### src/rtl/chunked_serial_adder_pkg.sv
// Shared types for the chunked serial adder: FSM state encoding and a
// constant clog2 used to size the chunk index.
package adder_pkg;

  typedef enum logic [1:0] {IDLE, BUSY, DONE} state_e;

  // Never returns less than 1, so a single-chunk build still gets a real index.
  function automatic int clog2(input int n);
    int r;
    r = 0;
    while ((1 << r) < n) r++;
    return (r < 1) ? 1 : r;
  endfunction

endpackage

### src/rtl/chunked_serial_adder_if.sv
// Request/result bundle for chunked_serial_adder. The sub signal exists only
// when CHUNKED_ADDER_SUB_EN is defined.
interface chunked_serial_adder_if #(parameter int WIDTH = 8);
  logic             start;
  logic [WIDTH-1:0] i0;
  logic [WIDTH-1:0] i1;
  logic             ci;
`ifdef CHUNKED_ADDER_SUB_EN
  logic             sub;
`endif
  logic             ready;
  logic [WIDTH-1:0] s;
  logic             co;
  logic             done;

  modport master (
    output start, i0, i1, ci,
`ifdef CHUNKED_ADDER_SUB_EN
    output sub,
`endif
    input  ready, s, co, done
  );

  modport slave (
    input  start, i0, i1, ci,
`ifdef CHUNKED_ADDER_SUB_EN
    input  sub,
`endif
    output ready, s, co, done
  );
endinterface

### src/rtl/chunked_serial_adder_ripple.sv
// Combinational W-bit ripple of full-adder cells; the one arithmetic slice
// the serial adder reuses every cycle.
module chunk_ripple_adder #(
  parameter int W = 2
) (
  input  logic [W-1:0] a,
  input  logic [W-1:0] b,
  input  logic         cin,
  output logic [W-1:0] s,
  output logic         cout
);
  logic [W:0] c;

  assign c[0] = cin;
  for (genvar i = 0; i < W; i++) begin : g_fa
    assign s[i]   = a[i] ^ b[i] ^ c[i];
    assign c[i+1] = (a[i] & b[i]) | (c[i] & (a[i] ^ b[i]));
  end
  assign cout = c[W];
endmodule

### src/rtl/chunked_serial_adder.sv
// Multi-cycle adder: WIDTH-bit operands summed CHUNK bits per clock, LSB first.
// Define CHUNKED_ADDER_SUB_EN to add a subtract control (sub) on the interface.
module chunked_serial_adder
  import adder_pkg::*;
#(
  parameter int WIDTH = 8,
  parameter int CHUNK = 2
) (
  input  logic                   clk,
  input  logic                   rst,
  chunked_serial_adder_if.slave  bus
);
  localparam int NCHUNK = WIDTH / CHUNK;
  localparam int IDXW   = clog2(NCHUNK);

  if (WIDTH < 1 || CHUNK < 1 || (WIDTH % CHUNK) != 0) begin : g_bad_cfg
    $error("chunked_serial_adder: CHUNK must be >=1 and divide WIDTH");
  end

  state_e                         state_q, state_d;
  logic [NCHUNK-1:0][CHUNK-1:0]   a_q, a_d, b_q, b_d, shadow_q, shadow_d;
  logic                           carry_q, carry_d;
  logic [IDXW-1:0]                idx_q, idx_d;
  logic [WIDTH-1:0]               s_q, s_d;
  logic                           co_q, co_d;

  logic [CHUNK-1:0]               a_cur, b_cur, sum;
  logic                           c_out, accept, last;
  logic [WIDTH-1:0]               b_in;
  logic                           c_in;

  always_comb begin
    a_cur = '0;
    b_cur = '0;
    for (int k = 0; k < NCHUNK; k++)
      if (idx_q == IDXW'(k)) begin
        a_cur = a_q[k];
        b_cur = b_q[k];
      end
  end

  chunk_ripple_adder #(.W(CHUNK)) u_rip (
    .a(a_cur), .b(b_cur), .cin(carry_q), .s(sum), .cout(c_out)
  );

  // Subtraction is A + ~B + ~ci, folded in once at the accept edge.
`ifdef CHUNKED_ADDER_SUB_EN
  assign b_in = bus.sub ? ~bus.i1 : bus.i1;
  assign c_in = bus.ci ^ bus.sub;
`else
  assign b_in = bus.i1;
  assign c_in = bus.ci;
`endif

  assign accept = bus.start && (state_q != BUSY);
  assign last   = (idx_q == IDXW'(NCHUNK - 1));

  always_comb begin
    state_d  = state_q;
    a_d      = a_q;
    b_d      = b_q;
    carry_d  = carry_q;
    idx_d    = idx_q;
    shadow_d = shadow_q;
    s_d      = s_q;
    co_d     = co_q;
    case (state_q)
      BUSY: begin
        for (int k = 0; k < NCHUNK; k++)
          if (idx_q == IDXW'(k)) shadow_d[k] = sum;
        carry_d = c_out;
        idx_d   = idx_q + 1'b1;
        if (last) begin
          s_d     = shadow_d;
          co_d    = c_out;
          idx_d   = '0;
          state_d = DONE;
        end
      end
      default: begin
        if (accept) begin
          a_d     = bus.i0;
          b_d     = b_in;
          carry_d = c_in;
          idx_d   = '0;
          state_d = BUSY;
        end else begin
          state_d = IDLE;
        end
      end
    endcase
  end

  always_ff @(posedge clk) begin
    if (rst) begin
      state_q  <= IDLE;
      a_q      <= '0;
      b_q      <= '0;
      carry_q  <= 1'b0;
      idx_q    <= '0;
      shadow_q <= '0;
      s_q      <= '0;
      co_q     <= 1'b0;
    end else begin
      state_q  <= state_d;
      a_q      <= a_d;
      b_q      <= b_d;
      carry_q  <= carry_d;
      idx_q    <= idx_d;
      shadow_q <= shadow_d;
      s_q      <= s_d;
      co_q     <= co_d;
    end
  end

  assign bus.ready = (state_q != BUSY);
  assign bus.done  = (state_q == DONE);
  assign bus.s     = s_q;
  assign bus.co    = co_q;
endmodule

### src/flat_wrapper.sv
// flat-port wrapper written by rule: the top's interface ports become plain ports
module chunked_serial_adder_flat import adder_pkg::*;
#(
  parameter int WIDTH = 8,
  parameter int CHUNK = 2
)
  (clk, rst, bus_start, bus_i0, bus_i1, bus_ci, bus_ready, bus_s, bus_co, bus_done);
  chunked_serial_adder_if #(.WIDTH(WIDTH)) bus_i ();
  input  logic clk;
  input  logic rst;
  input wire logic [$bits(bus_i.start)-1:0] bus_start;
  input wire logic [$bits(bus_i.i0)-1:0] bus_i0;
  input wire logic [$bits(bus_i.i1)-1:0] bus_i1;
  input wire logic [$bits(bus_i.ci)-1:0] bus_ci;
  output wire logic [$bits(bus_i.ready)-1:0] bus_ready;
  output wire logic [$bits(bus_i.s)-1:0] bus_s;
  output wire logic [$bits(bus_i.co)-1:0] bus_co;
  output wire logic [$bits(bus_i.done)-1:0] bus_done;
  assign bus_i.start = bus_start;
  assign bus_i.i0 = bus_i0;
  assign bus_i.i1 = bus_i1;
  assign bus_i.ci = bus_ci;
  assign bus_ready = bus_i.ready;
  assign bus_s = bus_i.s;
  assign bus_co = bus_i.co;
  assign bus_done = bus_i.done;
  chunked_serial_adder #(.WIDTH(WIDTH), .CHUNK(CHUNK)) u_core (.clk(clk), .rst(rst), .bus(bus_i));
endmodule
### config.mk
export PLATFORM = sky130hd
export DESIGN_NAME = chunked_serial_adder_flat
export DESIGN_NICKNAME = d
export VERILOG_FILES = /design/src/rtl/chunked_serial_adder_pkg.sv /design/src/rtl/chunked_serial_adder_if.sv /design/src/rtl/chunked_serial_adder_ripple.sv /design/src/rtl/chunked_serial_adder.sv /design/src/flat_wrapper.sv
export SDC_FILE = /design/constraint.sdc
export NUM_CORES = 1
export LEC_CHECK = 0
export BUFFER_PORTS_ARGS = -buffer_cell sky130_fd_sc_hd__buf_2
export CORE_UTILIZATION = 45
export DETAILED_ROUTE_END_ITERATION = 16
export PLACE_DENSITY = 0.63
export SLEW_MARGIN = 20
export SYNTH_ARGS = -nofsm -noshare
export SYNTH_HDL_FRONTEND = slang
export SYNTH_HIERARCHICAL = 1
export SYNTH_SLANG_ARGS = --single-unit
### constraint.sdc
create_clock -name clk -period 3.14 [get_ports clk]
set_input_delay 0.314 -clock clk [delete_from_list [all_inputs] [get_ports clk]]
set_output_delay 0.314 -clock clk [all_outputs]
set_load 0.01 [all_outputs]
==> metrics.md <==
| Metric | Value |
|---|---|
| Hold/Removal Path Class | `in -> reg` |
| Post-synth EDFFs | `0` |
| Post-route total power | `1.05 mW` |
| Sequential fraction of the synthesis area | `41.4%` |
| Kind of capture point of the worst setup path | `register` |
| Endpoints failing hold | `0` |
| Std-Cell Core Area | `3690 µm²` |
| Crit path max-delay cell type | `ha_1` |
| Io pins | `31` |
| Clock Tree Root | `clkbuf_8` |
| Post-CTS resize count | `0` |
| Synthesis warning total | `6` |
| CTS tree | `built` |
| Starting DRT DRC Count | `58` |
| Post CTS Setup Buffer Count | `0` |
| Number of iterations in the first detailed-routing pass | `4` |
| Placed cell areas | `1820 µm²` |
| Largest stage delay on the critical path | `0.54 ns` |
| Count of mapped cells out of synthesis | `194` |
| Actual slew at the worst max-slew pin | `0.660 ns` |
| Run status | `completed` |
| Syn Nets | `220` |
| DIE AREA | `4120 µm²` |
| Remaining max-slew budget at the tightest pin | `55.9%` |
| Post-synthesis area per instance | `8.96 µm²` |
| DRC violations left | `0` |
| Clk sink count | `36` |
| Post-layout nets | `238` |
| Reg clk slew, reported paths | `0.07 ns` |
| Wire length of the first global-routing pass | `6190 µm` |
| Top cells by area in the synthesized netlist | `dfxtp_1 (41%), a21oi_1 (6.9%), nand3_1 (6.6%)` |
| Fillers | `380` |
| DP Worst Slack | `0.389 ns` |
| Skew-Pair Late Insertion Delay | `0.29 ns` |
| Drt total wl | `3570 µm` |
| Fraction of registers with async set/reset | `0%` |
| Switching power as a share of total power | `23.9%` |
| Max frequency | `365 MHz` |
| Clock period minus final worst setup slack | `2.74 ns` |
| Die Span Y | `64.2 µm` |
| Final setup fails | `0` |
| Synthesized cell area | `1740 µm²` |
| Cell type with the highest aggregate area in the netlist | `dfxtp_1` |
| Count of unique library cells instantiated by Yosys | `30` |
| Total routing resource utilization after global routing | `19.8%` |
| Crit share post-route | `87.3%` |
| Internal cell power | `0.801 mW` |
| CTS hold repair buffers | `0` |
| Psw | `0.252 mW` |
| Internal reg-to-reg setup slack | `0.40 ns` |
| Number of antenna diodes | `0` |
| Worst Path Required | `3.33 ns` |
| Count of buffer and inverter cells on the critical path | `2` |
| CTS Buf Count | `5` |
| Die X-Extent | `64.2 µm` |
| Share of the synthesized area in the top cell type | `41.4%` |
| Peak VDD IR | `294 µV` |
| Clock network fraction of total power | `41.8%` |
| Number of slew-limit violations in the final report | `0` |
| Area delta synth->final | `11.7%` |
| Buffers on Ports | `30` |
| Floorplan row count | `22` |
| Final global-route overflow total | `0` |
| Maximum clock path buffer count | `2` |
| Setup repair after global routing missed its margin | `no` |
| Maximum number of pins on one net before global-route repair | `28` |
| Drt wl/cell | `13.7 µm` |
| Via count of the first global-routing pass | `1368` |
| Critical path data arrival time | `2.93 ns` |
| Worst clock skew | `0.00590 ns` |
| Gate power share | `12.1%` |
| Antenna-violating nets left | `0` |
| Reported max-cap violation count | `0` |
| Number of levels the H-tree was split into | `2` |
| Setup TNS Final | `0 ns` |
| Synth top cells by count | `dfxtp_1 (36), a21oi_1 (24), nand3_1 (23), o21ai_0 (16), nand2_1 (12)` |
| Total leakage power | `0.780 nW` |
| Critical Path Source Type | `register` |
| Most frequent cell after synthesis | `dfxtp_1` |
| Ys flop type | `dfxtp_1` |
| Sum of net half-perimeters after detailed placement | `2390 µm` |
| Worst path setup slack after routing | `0.397 ns` |
| Sequential cell fraction of total power | `46.1%` |
| Share of final-layout standard cells stronger than drive strength 1 | `20.2%` |
| Total vias in the final route | `1398` |
| CP delay by family, top | `adder cells` |
| Number of antenna violations at the first check in global routing | `0` |
| Vias per std cell | `5.36` |
| Type of the worst setup path | `reg -> reg` |
| Final cell area excluding filler cells | `1940 µm²` |
| Max Fanout on Critical Path | `8` |
| GPL Wtd Cong | `0.797` |
| Pwr dens | `543 nW/µm²` |
| Critical path, cell by cell | `ha_1, nor2_1, a31oi_1, inv_1, fa_1, fa_1, inv_1, mux2i_1, o2bb2ai_1` |
| Post-synthesis register bit count | `36` |
| Starting Density | `47.2%` |
kinds of logic after synthesis:
family	after synthesis	synth area share [%]
adder cells (fa/ha/maj)	6	5.18
buffers and inverters	32	10.8
AND/OR/NAND/NOR	53	17.2
AO/OA/AOI/OAI	57	19.6
multiplexers	10	5.76
flip-flops	36	41.4
power groups by stage:
stage	Clock, mW	Sequential, mW	Combinational [mW]
after floorplan	0	0.492	0.113
after global placement	0	0.496	0.125
after detailed placement	0	0.496	0.128
after CTS	0.447	0.486	0.129
after global routing	0.470	0.488	0.145
final	0.440	0.486	0.128
flip-flops by register name, indices dropped and copies added, names as in the netlist:
| name | cells |
|---|---|
| u_core/a_q | 8 |
| u_core/b_q | 8 |
| u_core/bus.s | 8 |
| u_core/shadow_q | 6 |
| u_core/idx_q | 2 |
| u_core/state_q | 2 |
| u_core/bus.co | 1 |
| u_core/carry_q | 1 |
stage by stage:
stage,utilization (%),hold WS (ns),cells
global route,52.6,0.273,261
detailed placement,49.2,0.445,253
global placement,49.2,0.443,253
CTS,52.6,0.266,261
finish,52.6,0.267,261
floorplan,-,0.436,194
worst paths after layout:
kind	start	to	cells past startpoint
worst min-delay path	bus_i0[7]	u_core/a_q[7]	3
worst max register to register	u_core/idx_q[0]	u_core/bus.s[5]	9
worst min register to register	u_core/bus.s[5]	u_core/bus.s[5]	1
worst max-delay path	u_core/idx_q[0]	u_core/bus.s[5]	9
cell usage in the layout, fill, tap and decap left out, types with 4 or more instances in the layout:
cell,netlist,routed
a21oi_1,24,24
a31oi_1,5,5
buf_2,3,30
clkbuf_8,0,7
dfxtp_1,36,36
ha_1,4,4
inv_1,11,11
mux2i_1,10,10
nand2_1,12,12
nand2b_1,4,4
nand3_1,23,23
nand3b_1,7,7
o21ai_0,16,16
o2bb2ai_1,6,6
layer usage:
metal | routed length (µm) | track usage [%] | vias up
met1 | 1740 | 24.1 | 658
li1 | - | - | 711
met5 | 0 | 0 | -
met3 | 125 | 4.82 | 6
met4 | 65 | 10.0 | 0
met2 | 1640 | 32.2 | 23
worst min-delay path, cell delays in order:
cell and delay, ns:
buf_2 0.09, nand3_1 0.05, a21oi_1 0.05
layout make-up:
type | instances | area [µm²] | share of cell area [%]
multi-input cells | 126 | 831 | 42.8
flip-flops and latches | 36 | 721 | 37.1
repair buffers | 30 | 150 | 7.73
clock buffers | 7 | 96.3 | 4.96
well taps | 48 | 60.1 | 3.09
inverters | 13 | 53.8 | 2.77
clock inverters | 1 | 30.0 | 1.55
Note: power is estimated with default switching activity, not from simulation.
